--- src/rtl/midi_pkg.sv ---
// MIDI line constants and the transmitter state encoding shared by the MIDI blocks.
package midi_pkg;

    localparam int MIDI_BAUD       = 31250;
    localparam int MIDI_FRAME_BITS = 10;

    typedef enum logic [1:0] {
        S_IDLE,
        S_START,
        S_DATA,
        S_STOP
    } tx_state_t;

endpackage

--- src/rtl/utils.sv ---
// Shared elaboration-time helpers used across the MIDI slice.
package utils;

    // Ceiling log2: number of bits needed to index 'value' distinct states.
    function automatic int clogb2(input int value);
        int v;
        int r;
        v = value - 1;
        r = 0;
        while (v > 0) begin
            r = r + 1;
            v = v >> 1;
        end
        return r;
    endfunction

endpackage

--- src/rtl/midi_byte_fifo.sv ---
// Synchronous show-ahead byte FIFO with wrap-bit pointers, fill level and full/empty flags.
// reset1 is active-low and sampled on sysclk.
module midi_byte_fifo
    import utils::*;
#(
    parameter  int WIDTH = 8,
    parameter  int DEPTH = 16,
    localparam int AW    = clogb2(DEPTH)
) (
    input  logic             sysclk,
    input  logic             reset1,
    input  logic             wr_en,
    input  logic [WIDTH-1:0] wr_data,
    input  logic             rd_en,
    output logic [WIDTH-1:0] rd_data,
    output logic             full,
    output logic             empty,
    output logic [AW:0]      level
);

    logic [WIDTH-1:0] mem [DEPTH];
    logic [AW:0]      wr_ptr;
    logic [AW:0]      rd_ptr;
    logic             wr_fire;
    logic             rd_fire;

    // Pointers carry one extra wrap bit so full and empty are distinguishable.
    assign full    = (wr_ptr[AW] != rd_ptr[AW]) && (wr_ptr[AW-1:0] == rd_ptr[AW-1:0]);
    assign empty   = (wr_ptr == rd_ptr);
    assign level   = wr_ptr - rd_ptr;
    assign rd_data = mem[rd_ptr[AW-1:0]];

    assign wr_fire = wr_en && !full;
    assign rd_fire = rd_en && !empty;

    always_ff @(posedge sysclk) begin
        if (!reset1) begin
            wr_ptr <= '0;
            rd_ptr <= '0;
        end else begin
            if (wr_fire) begin
                wr_ptr <= wr_ptr + 1'b1;
            end
            if (rd_fire) begin
                rd_ptr <= rd_ptr + 1'b1;
            end
        end
    end

    always_ff @(posedge sysclk) begin
        if (reset1 && wr_fire) begin
            mem[wr_ptr[AW-1:0]] <= wr_data;
        end
    end

endmodule

--- src/rtl/midi_tx_buffer.sv ---
// Buffered MIDI OUT: queues decoder bytes in a FIFO and serialises them as 8N1 frames.
// Handshake: a byte is taken on any cycle where midi_send_byte and midi_out_ready are both high.
module midi_tx_buffer
    import utils::*;
    import midi_pkg::*;
#(
    parameter  int CLK_HZ = 25_000_000,
    parameter  int BAUD   = MIDI_BAUD,
    parameter  int DEPTH  = 16,
    localparam int LW     = clogb2(DEPTH) + 1
) (
    input  logic          CLOCK_25,
    input  logic          reset_reg_N,
    input  logic          midi_send_byte,
    input  logic [7:0]    midi_out_data,
    output logic          midi_out_ready,
    output logic          midi_txd,
    output logic          tx_busy,
    output logic [LW-1:0] fifo_level,
    output logic          overflow
);

    localparam int            DIV       = CLK_HZ / BAUD;
    localparam int            CW        = clogb2(DIV);
    localparam logic [CW-1:0] CNT_LAST  = CW'(DIV - 1);
    localparam logic [2:0]    DATA_LAST = 3'(MIDI_FRAME_BITS - 3);

    tx_state_t     state;
    logic [CW-1:0] cnt;
    logic [2:0]    bit_idx;
    logic [7:0]    shreg;
    logic [7:0]    head;
    logic          fifo_full;
    logic          fifo_empty;
    logic          bit_last;
    logic          pop;

    midi_byte_fifo #(
        .WIDTH (8),
        .DEPTH (DEPTH)
    ) u_fifo (
        .sysclk  (CLOCK_25),
        .reset1  (reset_reg_N),
        .wr_en   (midi_send_byte),
        .wr_data (midi_out_data),
        .rd_en   (pop),
        .rd_data (head),
        .full    (fifo_full),
        .empty   (fifo_empty),
        .level   (fifo_level)
    );

    assign bit_last       = (cnt == CNT_LAST);
    assign midi_out_ready = !fifo_full;
    assign tx_busy        = (state != S_IDLE) || !fifo_empty;

    // Pop from IDLE, or on the final stop-bit cycle so frames run back to back.
    assign pop = !fifo_empty && ((state == S_IDLE) || ((state == S_STOP) && bit_last));

    always_ff @(posedge CLOCK_25) begin
        if (!reset_reg_N) begin
            overflow <= 1'b0;
        end else if (midi_send_byte && fifo_full) begin
            overflow <= 1'b1;
        end
    end

    always_ff @(posedge CLOCK_25) begin
        if (!reset_reg_N) begin
            state    <= S_IDLE;
            cnt      <= '0;
            bit_idx  <= '0;
            shreg    <= '0;
            midi_txd <= 1'b1;
        end else begin
            case (state)
                S_IDLE: begin
                    cnt     <= '0;
                    bit_idx <= '0;
                    if (!fifo_empty) begin
                        shreg    <= head;
                        midi_txd <= 1'b0;
                        state    <= S_START;
                    end
                end
                S_START: begin
                    if (bit_last) begin
                        cnt      <= '0;
                        bit_idx  <= '0;
                        midi_txd <= shreg[0];
                        state    <= S_DATA;
                    end else begin
                        cnt <= cnt + 1'b1;
                    end
                end
                S_DATA: begin
                    if (bit_last) begin
                        cnt <= '0;
                        if (bit_idx == DATA_LAST) begin
                            midi_txd <= 1'b1;
                            state    <= S_STOP;
                        end else begin
                            // Line bit already holds shreg[0]; the next one comes from shreg[1].
                            shreg    <= {1'b0, shreg[7:1]};
                            midi_txd <= shreg[1];
                            bit_idx  <= bit_idx + 3'd1;
                        end
                    end else begin
                        cnt <= cnt + 1'b1;
                    end
                end
                S_STOP: begin
                    if (bit_last) begin
                        cnt <= '0;
                        if (!fifo_empty) begin
                            shreg    <= head;
                            midi_txd <= 1'b0;
                            state    <= S_START;
                        end else begin
                            state <= S_IDLE;
                        end
                    end else begin
                        cnt <= cnt + 1'b1;
                    end
                end
                default: begin
                    state    <= S_IDLE;
                    cnt      <= '0;
                    midi_txd <= 1'b1;
                end
            endcase
        end
    end

endmodule
--- config.mk ---
export PLATFORM = sky130hd
export DESIGN_NAME = midi_tx_buffer
export DESIGN_NICKNAME = d
export VERILOG_FILES = /design/src/rtl/midi_pkg.sv /design/src/rtl/utils.sv /design/src/rtl/midi_byte_fifo.sv /design/src/rtl/midi_tx_buffer.sv
export SDC_FILE = /design/constraint.sdc
export NUM_CORES = 1
export LEC_CHECK = 0
export ABC_AREA = 1
export BUFFER_PORTS_ARGS = -buffer_cell sky130_fd_sc_hd__clkbuf_2
export CAP_MARGIN = 20
export CORE_UTILIZATION = 60
export CTS_CLUSTER_SIZE = 14
export DETAILED_ROUTE_END_ITERATION = 12
export PLACE_DENSITY = 0.86
export REMOVE_ABC_BUFFERS = 1
export SYNTH_ARGS = -nofsm -noshare
export SYNTH_HDL_FRONTEND = slang
export SYNTH_SLANG_ARGS = --single-unit
--- constraint.sdc ---
create_clock -name CLOCK_25 -period 3.7 [get_ports CLOCK_25]
set_input_delay 1.11 -clock CLOCK_25 [delete_from_list [all_inputs] [get_ports CLOCK_25]]
set_output_delay 1.11 -clock CLOCK_25 [all_outputs]
set_load 0.02 [all_outputs]
Word-level counts from Yosys, hierarchy flattened

Memory sizes are Yosys's and may differ from the RTL's. A register that Yosys moved wholly into a read port is not among the register bits.
Cells that the tools add are included.

Bits in writable memories: 128
Memories: 1
Output and inout port bits: 9
Bits in registers: 35

Muxes and demuxes: 28
Reduce and logical (&&, ||, !) cells: 20
$add $sub $neg: 5
Equal/unequal tests: 14

Memory list:

| memory     | words | width | read ports | clocked after memory_dff | write ports | line                 | RTL |
|---|---|---|---|---|---|---|---|
| u_fifo.mem | 16    | 8     | 1          | 1                        | 1           | midi_byte_fifo.sv:21 | `logic [WIDTH-1:0] mem [DEPTH];` |

Operators with widths:

| operator                                                        | number |
|---|---|
| 8-bit 2-to-1 mux                                                | 4 |
| 8-bit one-hot mux with 3 select lines                           | 1 |
| 10-bit one-hot mux with 2 select lines                          | 1 |
| 2-bit != test, second input constant                            | 6 |
| 10-bit by 1-bit adder with 10-bit output, second input constant | 1 |
| 5-bit by 1-bit adder with 5-bit output, second input constant   | 2 |
| 10-bit equality test, second input constant                     | 1 |
| 10-bit 2-to-1 mux                                               | 1 |
| 2-bit 2-to-1 mux                                                | 5 |
| 3-bit 2-to-1 mux                                                | 3 |
| 3-bit one-hot mux with 3 select lines                           | 1 |
| 1-bit 2-to-1 mux                                                | 8 |
| 4-bit 2-to-1 mux                                                | 2 |
| 2-bit one-hot mux with 4 select lines                           | 1 |
| 4-bit AND reduction                                             | 2 |
| 1-bit logical AND                                               | 7 |
| 3-bit nonzero test                                              | 2 |
| 5-bit equality test                                             | 1 |
| 5-bit AND reduction                                             | 1 |
| 5-bit subtractor                                                | 1 |
| 2-bit equality test, second input constant                      | 2 |
| 4-bit equality test                                             | 1 |
| 1-bit one-hot mux with 4 select lines                           | 1 |
| 3-bit by 1-bit adder with 3-bit output, second input constant   | 1 |
| 9 further kinds                                                 | 11 |

Logic depth before layout (Yosys ltp)

Depth after elaboration: 7
Depth in mapped cells: 12
Gate-level depth less buffers: 11

Hierarchy

Synthesis repeated with hierarchy kept, for this count alone.

Cell total of the unflattened synthesis: 857
Area total of the unflattened synthesis: 7876.3 um2

By module, submodules not included:

| module         | cells an instance | times used | area each (um2) |
|---|---|---|---|
| midi_byte_fifo | 657               | 1          | 6451.2 |
| midi_tx_buffer | 200               | 1          | 1425.1 |

Worst setup path after synthesis

No wires, ideal clock.

Path type: reg2out
From: register u_fifo.wr_ptr[0]
To: output fifo_level[4]
Buffers on the path: 0
Setup slack: 0.989 ns
Arrival time: 1.601 ns
Cell stages (with the launch flop): 6
Cells stage by stage: dfxtp_1 > inv_1 > ha_1 > fa_1 > o21ai_0 > xor2_1

Word-level cells in the longest chain between the ends: 1

Ends and longest elaborated chain:

| element                  | line                 | RTL |
|---|---|---|
| start: declaration       | midi_byte_fifo.sv:22 | `logic [AW:0] wr_ptr;` |
| start signal: assignment | midi_byte_fifo.sv:42 | `wr_ptr <= wr_ptr + 1'b1;` |
| 5-bit subtractor         | midi_byte_fifo.sv:30 | `assign level = wr_ptr - rd_ptr;` |
| end: declaration         | midi_tx_buffer.sv:19 | `output logic [LW-1:0] fifo_level,` |

Every way passes these cells.

Worst setup path in the final report

Same ends and word-level chain as after synthesis.

==> flow_metrics.tcl <==
set metrics [dict create \
    status "finished clean" \
    worstSetupPathType "flip-flop to primary output" \
    vias 5370 \
    netlist_area_mm2 0.00748 \
    placed_cells 949 \
    period_share 0.868 \
    layout_commonest_cell "nand2_1" \
    cp.arrival_ns 2.10 \
    mostFrequentLayoutCells "nand2_1 (237), edfxtp_1 (128), nand3_1 (99)" \
    portBuffers 19 \
    swShare 0.342 \
    syn_area_per_cell_um2 9.52 \
    cts_buffer_depth 2 \
    drive_above_1_share 0.0886 \
    antenna_cells 0 \
    die_h_um 114 \
    grt_max_degree 70 \
    antenna_left 0 \
    rsz0062_at_grt "no" \
    grt-ovfl-total 0 \
    slew_headroom 0.329 \
    p_leak_nw 3.44 \
    post_cts_buffers 0 \
    cp-start-kind "flip-flop" \
    placed_area_mm2 0.00769 \
    post_drt_wl_per_cell_um 15.9 \
    power_w 0.00595 \
    ctsHoldBuffers 0 \
    cts-root-buf "clkbuf_16" \
    p_seq_frac 0.367 \
    hold_path_class "flip-flop to flip-flop" \
    place_ws_ns 0.967 \
    cp_max_fo 4 \
    synth_cell_types 36 \
    synthToLayoutAreaGrowth_pct 11.9 \
    nets 830 \
    clk_pin_slew_worst_paths_ns 0.06 \
    drc_errors 0 \
    dpl.hpwl_um 9880 \
    die-area_mm2 0.0129 \
    wl_um 15600 \
    fin_crit_ns 3.21 \
    numCtsBuffers 17 \
    ys_seq_area_frac 0.618 \
    htree_levels 4 \
    yosys_warnings 0 \
    clock_sinks 167 \
    start_util 0.620 \
    first_iter_violations 616 \
    worst_pin_slew_ns 1.00 \
    insertion_delay_ns 0.44 \
    hold_viol 0 \
    synthCells 786 \
    p_sw_w 0.00204 \
    post-route-cell-area_mm2 0.00837 \
    antenna_found_initial 0 \
    vias_per_cell 5.47 \
    grt_pass1_wl_um 24500 \
    finalMaxSlewViolations 0 \
    core_mm2 0.0121 \
    ir_drop_mv 0.518 \
    std_cell_rows 40 \
    die-width_um 114 \
    p_int_w 0.00391 \
    maxCapViolCount 0 \
    yosys_register_bits 167 \
    crit_required_ns 2.59 \
    end_kind "primary output" \
    dr.pass1.iters 5 \
    timing.final.ws_setup_ns 0.489 \
    combPwrFrac 0.296 \
    io_pins 20 \
    fmaxAchievable_mhz 311 \
    cts_tree "yes" \
    gp_congestion 0.897 \
    finClkSkew_ns 0.00690 \
    power_density_mw_per_mm2 711 \
    fin_cells 981 \
    grt_pass1_vias 4915 \
    cts_resized 0 \
    grtUsageTotal 0.259 \
    setup_violations 0 \
    finalSetupTns_ns 0 \
    clkPwrFrac 0.337 \
]
registers in the layout (all words and copies together), names as in the netlist, named ones only:
signal,flops
u_fifo.wr_ptr,5
cnt,10
u_fifo.rd_ptr,5
bit_idx,3
shreg,8
overflow,1
state,2
u_fifo.mem,128
midi_txd,1
final cells by class:
class	instances	area [µm²]
well taps	168	210
clock inverters	14	246
flip-flops and latches	167	4630
repair buffers	24	133
fillers	816	3690
inverters	101	379
clock buffers	18	429
multi-input cells	489	2350
cells by family (layout without fill, tap and decap cells):
group	after synthesis	in the layout	share of synthesized area
adders and majority gates	19	19	0.0328
buffers and inverters	130	157	0.0682
DFF	167	167	0.618
AOI/OAI and AO/OA	57	57	0.0443
and+or+nand+nor	405	405	0.227
xor gates and xnor gates	8	8	0.00936
metal layers:
layer | GRT usage | share of wire
met1 | 0.333 | 0.40
met2 | 0.410 | 0.49
met3 | 0.0627 | 0.084
met4 | 0.139 | 0.034
met5 | 0 | 0
Yosys cell counts:
master,count,area [µm²]
nand2_2,1,6.26
nor3_2,1,10.0
buf_1,2,7.51
nand3_2,1,10.0
o21ai_0,14,70.1
xnor2_1,4,35.0
buf_4,1,7.51
o211ai_1,7,52.6
nand4_1,3,18.8
nor2_2,3,18.8
clkinv_1,2,7.51
nor2_1,53,199
or2_2,1,6.26
xor2_1,4,35.0
inv_1,95,357
nand3_1,99,495
buf_2,9,45.0
a21oi_4,1,16.3
edfxtp_1,128,3840
o21bai_1,1,7.51
dfxtp_1,39,781
nand2_1,237,890
nand3b_1,1,7.51
clkbuf_1,16,60.1
a21oi_2,3,26.3
o21ai_1,3,15.0
o21a_1,1,7.51
nand2_4,1,11.3
nor3b_1,3,22.5
buf_6,1,11.3
a21oi_1,26,130
a31oi_1,1,6.26
ha_1,18,225
inv_2,4,15.0
fa_1,1,20.0
nor3_1,1,5.00
power by group through the flow:
| stage | combinational (W) | sequential [W] | clock [W] |
|---|---|---|---|
| 6_report | 0.00176 | 0.00219 | 0.00201 |
| 5_1_grt | 0.00195 | 0.00220 | 0.00210 |
| 3_5_place_dp | 0.00173 | 0.00222 | 0 |
| 3_3_place_gp | 0.00169 | 0.00222 | 0 |
| 2_1_floorplan | 0.00112 | 0.00231 | 0 |
| 4_1_cts | 0.00174 | 0.00219 | 0.00201 |
worst paths after layout:
path / startpoint / end / slack, ns / depth (start not counted)
worst min register to register: cnt[0] / cnt[0] / 0.44 / 1
worst max register to register: u_fifo.rd_ptr[2] / u_fifo.mem[5][0] / 1.12 / 9
worst min-delay path: cnt[0] / cnt[0] / 0.44 / 1
worst max-delay path: u_fifo.wr_ptr[0] / fifo_level[4] / 0.49 / 6
critical path: stages (launching register included):
cell and delay [ns]:
dfxtp_1 0.37, inv_1 0.11, ha_1 0.21, fa_1 0.40
o21ai_0 0.22, xor2_1 0.16, clkbuf_2 0.18
through the flow:
| stage | util | hold slack [ns] |
|---|---|---|
| 3_5_place_dp | 0.638 | 0.437 |
| 3_3_place_gp | 0.638 | 0.432 |
| 4_1_cts | 0.694 | 0.450 |
| 5_1_grt | 0.694 | 0.467 |
| 2_1_floorplan | - | 0.418 |
| 6_report | 0.694 | 0.445 |
(Power assumes the default switching activity.)
